$ cat src/rtl/range_sweep.sv
// Sweep sequencer for the range block: launches one run, waits for done, then reads back
// every stored iteration count and reports the maximum, the n that produced it, and the sum.
module range_sweep #(
  parameter int RAM_WORDS      = 16,
  parameter int RAM_ADDR_BITS  = 4,
  parameter int TIMEOUT_CYCLES = 2**20
) (
  input  logic                        clk_i,
  input  logic                        reset_i,
  input  logic                        req_i,
  input  logic [31:0]                 base_i,
  output logic                        busy_o,
  output logic                        result_valid_o,
  output logic                        timeout_o,
  output logic [15:0]                 max_count_o,
  output logic [31:0]                 max_n_o,
  output logic [16+RAM_ADDR_BITS-1:0] sum_count_o,
  output logic                        rgo_o,
  output logic [31:0]                 rstart_o,
  input  logic                        rdone_i,
  input  logic [15:0]                 rcount_i
);

  localparam int SUM_W = 16 + RAM_ADDR_BITS;
  localparam int WD_W  = (TIMEOUT_CYCLES > 2) ? $clog2(TIMEOUT_CYCLES) : 1;
  // Leaving WAIT when the incremented watchdog would reach TIMEOUT_CYCLES-1.
  localparam logic [WD_W-1:0]          WD_LAST   = WD_W'(TIMEOUT_CYCLES - 2);
  localparam logic [RAM_ADDR_BITS-1:0] ADDR_LAST = RAM_ADDR_BITS'(RAM_WORDS - 1);

  typedef enum logic [2:0] {
    S_IDLE, S_LAUNCH, S_WAIT, S_READ, S_DRAIN, S_REPORT
  } state_t;

  state_t                   state_q, state_d;
  logic [31:0]              base_q;
  logic [WD_W-1:0]          wd_q;
  logic [RAM_ADDR_BITS-1:0] addr_q;
  logic [RAM_ADDR_BITS-1:0] cap_idx_q;
  logic                     cap_v_q;
  logic [15:0]              max_count_q;
  logic [31:0]              max_n_q;
  logic [SUM_W-1:0]         sum_q;
  logic                     timeout_q;

  always_ff @(posedge clk_i or posedge reset_i) begin
    if (reset_i) state_q <= S_IDLE;
    else         state_q <= state_d;
  end

  always_comb begin
    state_d = state_q;
    case (state_q)
      S_IDLE:   if (req_i) state_d = S_LAUNCH;
      S_LAUNCH: state_d = S_WAIT;
      S_WAIT: begin
        if (rdone_i)              state_d = S_READ;
        else if (wd_q == WD_LAST) state_d = S_REPORT;
      end
      S_READ:   if (addr_q == ADDR_LAST) state_d = S_DRAIN;
      S_DRAIN:  state_d = S_REPORT;
      S_REPORT: state_d = S_IDLE;
      default:  state_d = S_IDLE;
    endcase
  end

  always_comb begin
    busy_o         = (state_q != S_IDLE);
    rgo_o          = (state_q == S_LAUNCH);
    result_valid_o = (state_q == S_REPORT);
    timeout_o      = (state_q == S_REPORT) && timeout_q;
    rstart_o       = '0;
    if (state_q == S_LAUNCH)    rstart_o = base_q;
    else if (state_q == S_READ) rstart_o = 32'(addr_q);
  end

  assign max_count_o = max_count_q;
  assign max_n_o     = max_n_q;
  assign sum_count_o = sum_q;

  always_ff @(posedge clk_i or posedge reset_i) begin
    if (reset_i) begin
      base_q      <= '0;
      wd_q        <= '0;
      addr_q      <= '0;
      cap_idx_q   <= '0;
      cap_v_q     <= 1'b0;
      max_count_q <= '0;
      max_n_q     <= '0;
      sum_q       <= '0;
      timeout_q   <= 1'b0;
    end else begin
      // range returns the word one cycle after the address is presented.
      cap_v_q   <= (state_q == S_READ);
      cap_idx_q <= addr_q;
      case (state_q)
        S_IDLE: begin
          if (req_i) begin
            base_q      <= base_i;
            addr_q      <= '0;
            max_count_q <= '0;
            max_n_q     <= '0;
            sum_q       <= '0;
            timeout_q   <= 1'b0;
          end
        end
        S_LAUNCH: wd_q <= '0;
        S_WAIT: begin
          if (rdone_i) begin
            addr_q <= '0;
          end else begin
            wd_q <= wd_q + 1'b1;
            if (wd_q == WD_LAST) timeout_q <= 1'b1;
          end
        end
        S_READ:  addr_q <= addr_q + 1'b1;
        default: ;
      endcase
      if (cap_v_q) begin
        sum_q <= sum_q + SUM_W'(rcount_i);
        // Index 0 always seeds the maximum so all-zero sweeps report max_n = base.
        if ((cap_idx_q == '0) || (rcount_i > max_count_q)) begin
          max_count_q <= rcount_i;
          max_n_q     <= base_q + 32'(cap_idx_q);
        end
      end
    end
  end

endmodule

$ cat config.mk
export PLATFORM = sky130hd
export DESIGN_NAME = range_sweep
export DESIGN_NICKNAME = d
export VERILOG_FILES = /design/src/rtl/range_sweep.sv
export SDC_FILE = /design/constraint.sdc
export NUM_CORES = 1
export LEC_CHECK = 0
export BUFFER_PORTS_ARGS = -buffer_cell sky130_fd_sc_hd__buf_2
export CAP_MARGIN = 25
export CORE_ASPECT_RATIO = 1.75
export CORE_MARGIN = 2
export CORE_UTILIZATION = 30
export CTS_BUF_LIST = sky130_fd_sc_hd__clkbuf_8
export DETAILED_ROUTE_END_ITERATION = 8
export PLACE_DENSITY = 0.56
export SYNTH_ARGS = -nofsm -noshare
export SYNTH_HDL_FRONTEND = slang
export SYNTH_SLANG_ARGS = --single-unit
$ cat constraint.sdc
create_clock -name clk_i -period 3.9 [get_ports clk_i]
set_input_delay 0.195 -clock clk_i [delete_from_list [all_inputs] [get_ports clk_i]]
set_output_delay 0.195 -clock clk_i [all_outputs]
set_load 0.05 [all_outputs]
* Yosys cells after proc, flatten, opt, wreduce, memory -nomap -nowiden
Index checks and enable logic that the tools add are counted.
Storage, ports and cells: bits of input ports 52, flip-flop bits (word level) 133, word-level logic and storage cells 71, output and inout port bits 104
Operators by class: order comparisons 1, eq/ne operators 13, reduce and logical (&&, ||, !) cells 16, $add $sub $neg 4, mux-type cells 27
Operators by type and width (count):
- 32-bit two-way mux | 5
- 20-bit two-way mux | 4
- 16-bit two-way mux | 4
- 20-bit one-hot mux with 2 select lines | 1
- 32-bit by 4-bit adder with 32-bit output | 1
- 20-bit by 1-bit adder with 20-bit output (second input constant) | 1
- 20-bit by 16-bit adder with 20-bit output | 1
- 20-bit equality test (second input constant) | 1
- 16-bit greater-than comparator | 1
- 3-bit one-hot mux with 5 select lines | 1
- 3-bit two-way mux | 4
- 4-bit two-way mux | 3
- 4-bit one-hot mux with 3 select lines | 1
- 2-bit inequality test (second input constant) | 5
- 2-bit nonzero test | 4
- 3-bit by 2-bit equality test with 1-bit output (second input constant) | 2
- 3-bit equality test (second input constant) | 2
- 2-bit AND reduction | 3
- 3-bit AND reduction | 2
- 3-bit nonzero test | 2
- 4-bit by 1-bit adder with 4-bit output (second input constant) | 1
- 4-bit equality test (second input constant) | 1
- 4-bit logical NOT | 1
- 4-bit AND reduction | 1
- 7 further kinds | 9

* Longest topological paths before layout
word-level depth 4, depth in mapped cells 10

* Worst setup path after synthesis
OpenSTA, ideal clock, no wires.
path type register to register, start point register max_count_q[15], in the netlist max_count_o[15], end point register max_count_q[10], in the netlist max_count_o[10], slack 1.309 ns, clock period less this slack 2.591 ns, library setup time 0.125 ns, required time 3.775 ns, cell stages (with the launch flop) 10, arrival time 2.466 ns, path through dfrtp_1 > inv_1 > ha_1 > nand4_1 > nor2_1 > nand2_1 > a21o_1 > a31oi_1 > clkbuf_1 > mux2_2
On the way: word-level cells in the longest chain between the ends 4
RTL lines:
- from (decl) | line 40 | logic [15:0] max_count_q;
- from (signal assigned) | line 122 | max_count_q <= rcount_i;
- 16-bit greater-than comparator | line 121 | if ((cap_idx_q == '0) || (rcount_i > max_count_q)) begin
- 1-bit logical OR | line 121
- 16-bit two-way mux | line 121
- 16-bit two-way mux | line 118 | if (cap_v_q) begin
No other way between the ends. A chain may end at the register's enable or synchronous reset.

* Worst setup path after layout
start point register state_q[0], end point output rstart_o[0]
On the way: word-level cells in the longest chain between the ends 3, elaborated cells between the ends (all ways) 4
RTL lines:
- from (decl) | line 34 | state_t state_q, state_d;
- from (signal assigned) | line 47 | else state_q <= state_d;
- 3-bit by 2-bit equality test with 1-bit output | line 73 | else if (state_q == S_READ) rstart_o = 32'(addr_q);
- 4-bit two-way mux | line 73
- 32-bit two-way mux (*) | line 72 | if (state_q == S_LAUNCH) rstart_o = base_q;
- to (decl) | line 19 | output logic [31:0] rstart_o,
Every way passes the cells marked *; elsewhere a longest branch is shown, timed or not.

==> reports/qor.yml <==
outcome:
  status: "finished clean"
timing:
  min_period_ps: 2820
  max_freq_ghz: 0.354
  worstMarginPinSlew_ps: 935
  fin_crit_sh: 0.723
  max_slew_margin: 0.377
  setup_viol_count_final: 0
  holdWs_ps: 38.1
  tns_ps: 0
  slew_violations: 0
  finalHoldViolations: 0
  grt_setup_unrepaired: "no"
  fin_worst_skew_ps: 16.0
worst_setup_path:
  path_cells: "nand2b_1 > nor2_4 > a22o_1 > buf_2"
  reg2reg_slack_ps: 1250
  worstPathMaxFanout: 41
  cp-startpoint: "state_q[0]$_DFFE_PP0P_"
  crit_type: "reg2out"
  r2r-start: "base_q[0]$_DFFE_PP0P_"
  worst_r2r_endpoint: "max_n_o[16]$_DFF_PP0_"
  critPathCapture: "rstart_o[0]"
  endpoint_kind: "output port"
  reg2reg_depth: 9
  slowest_stage: "nor2_4"
  critPathLaunchType: "register"
  cp_slowest_stage_delay_ps: 730
  crit_arrival_ps: 2630
  crit_required_ps: 3700
global_routing:
  grt_pass1_wl_um: 36100
  use_met1: 0.181
  grt_util_met3: 0.0327
  grt_max_degree: 105
  antenna_found_initial: 0
  globalRouteMet2Util: 0.334
  top_usage_layer: "met2"
  grt_usage: 0.171
  globalRouteOverflowTotal: 0
  first_global_vias: 6814
drt:
  via_count: 6603
  drtIter0Drc: 232
  drtPass1Iterations: 4
  drc: 0
  drtAntennaViolNets: 0
  wl_per_cell_um: 16.4
  routed_wl_um: 22500
  vias_per_cell: 4.81
yosys:
  synthTopCellsByArea: "dfrtp_1 43%, nand2_1 9.8%, ha_1 6.3%"
  synthTopCellsByCount: "200 x nand2_1, 133 x dfrtp_1, 49 x nor2_1"
  ys_async_sr_fraction: 1.00
  netlist-cell-type-count: 56
  yosys_register_bits: 133
  synth_fp_nets: 945
  synth_edf_count: 0
  yosysWarnings: 0
  syn_avg_cell_area_um2: 9.03
  syn-cell-area_um2: 7690
  synth_top_area_cell: "dfrtp_1"
  synthFlopType: "dfrtp_1"
  ys_seq_area_frac: 0.433
  synth_cells: 852
  synth.most_common_cell: "nand2_1"
  yosysTopAreaCellShare: 0.433
clock_tree:
  cts-resized-gates: 0
  cts_inserted_buffers: 17
  cts_buffer_depth: 2
  cts_tree: "built"
  path_clk_slew_ps: 80
  cts_num_sinks: 133
  htreeDepth: 4
  cts-root-buf: "clkbuf_8"
  worstSkewPairLatency_ps: 460
flow_run:
  drv_cap: 0
worst_hold_path:
  hold_path_class: "in2reg"
  holdCritStartpoint: "rcount_i[3]"
placed_design:
  place_congestion: 0.829
  dpl.hpwl_um: 16700
  io_buffer_count: 155
pwr:
  pwr-share-comb: 0.561
  p_leak_nw: 4.79
  power.density_nw_per_um2: 901
  p_switching_w: 0.00442
  switching_share: 0.509
  clock_power_share: 0.132
  power_frac_seq: 0.306
  power.total_w: 0.00869
  vdd_drop_max_v: 0.000364
  p_int_w: 0.00426
final_layout:
  fin_nets: 1135
  drive_above_1_share: 0.212
  areaGrowthSynthToFinish_pct: 25.4
die:
  fp.dieArea_um2: 27000
  core.rowCount: 77
  fp.dieW_um: 125
  boundaryPins: 156
  die_h_um: 216
  initial_core_util: 0.305
  core_area_um2: 25200
timing repair:
item | in CTS | in global routing
setup buffers | 0 | 0
hold endpoints to repair | 69 | 0
hold buffers | 40 | 0
state kept, by name, indices dropped and copies added, names as in the netlist:
register,flops
wd_q,20
cap_idx_q,4
base_q,32
addr_q,4
cap_v_q,1
max_count_o,16
timeout_q,1
state_q,3
sum_count_o,20
max_n_o,32
cell usage in the layout (no fill, tap or decap), types with 4 or more instances in the layout:
cell type / n
a21o_1: 14
o21ai_0: 37
buf_4: 9
and4_1: 7
and2_1: 29
nand3_1: 22
inv_1: 38
buf_2: 155
clkbuf_8: 18
or3_1: 9
dfrtp_1: 133
clkinv_2: 4
nor3_1: 6
and3_1: 10
a21oi_1: 33
clkinvlp_4: 6
ha_1: 39
dlygate4sd3_1: 40
mux2_2: 15
mux2i_1: 39
nand4_1: 19
xor2_1: 36
a31oi_1: 6
nor2b_1: 8
nand2_1: 199
xnor2_1: 17
a22o_1: 6
nor2_1: 48
worst min-delay path by stage:
stage / to / slack (ps) / cells past startpoint
global route: max_count_o[6]$_DFF_PP0_ / 8 / 2
finish: max_count_o[3]$_DFF_PP0_ / 40 / 2
detailed placement: base_q[7]$_DFFE_PP0P_ / 390 / 3
global placement: base_q[16]$_DFFE_PP0P_ / 390 / 3
floorplan: base_q[0]$_DFFE_PP0P_ / 300 / 2
CTS: max_count_o[6]$_DFF_PP0_ / 5 / 2
cell families (layout without fill, tap and decap cells):
| kind of cell | after synthesis | count (layout) | share of synthesized area |
|---|---|---|---|
| AND/OR/NAND/NOR | 376 | 376 | 0.228 |
| flip-flops | 133 | 133 | 0.433 |
| AO/OA/AOI/OAI | 123 | 123 | 0.102 |
| buffers and inverters | 72 | 275 | 0.0356 |
| multiplexers | 54 | 54 | 0.0727 |
| XOR/XNOR | 53 | 53 | 0.0604 |
| adder cells (fa/ha/maj) | 41 | 41 | 0.0687 |
| other | 0 | 1 | 0 |
through the flow:
| step | cell area (um2) | util | setup WS (ps) | instances |
|---|---|---|---|---|
| 2_1_floorplan | 7690 | - | 151 | 852 |
| 3_3_place_gp | 8830 | 0.350 | 1290 | 1298 |
| 3_5_place_dp | 8830 | 0.350 | 1270 | 1298 |
| 4_1_cts | 9610 | 0.381 | 970 | 1370 |
| 5_1_grt | 9640 | 0.382 | 793 | 1371 |
| 6_report | 9640 | 0.382 | 1080 | 1372 |
routing by layer:
metal	up-vias	wire length, um	part of all wire
met5	-	0	0
met4	0	446	0.020
met3	23	693	0.031
met2	115	12600	0.56
met1	3184	8680	0.39
li1	3281	-	-
power groups by stage:
| stage | clock network [W] | logic, W | registers (W) |
|---|---|---|---|
| finish | 0.00115 | 0.00488 | 0.00266 |
| global route | 0.00125 | 0.00534 | 0.00276 |
| CTS | 0.00119 | 0.00494 | 0.00267 |
| detailed placement | 0 | 0.00490 | 0.00270 |
| global placement | 0 | 0.00483 | 0.00268 |
| floorplan | 0 | 0.00262 | 0.00369 |
critical path, delay by kind of cell (launching register included):
family,cells,cell delay (ps)
DFF,1,600
and+or+nand+nor,2,1000
buffers and inverters,1,270
AOI/OAI and AO/OA,1,300
final cells by class:
cell class	count	area, um2
clock buffer	18	248
fill	2671	15600
antenna	1	2.50
sequential	133	3330
clock inverter	14	138
multi-input combinational	647	4110
inverter	38	148
timing repair buffer	205	1270
tap	316	395
(Power assumes the default switching activity.)
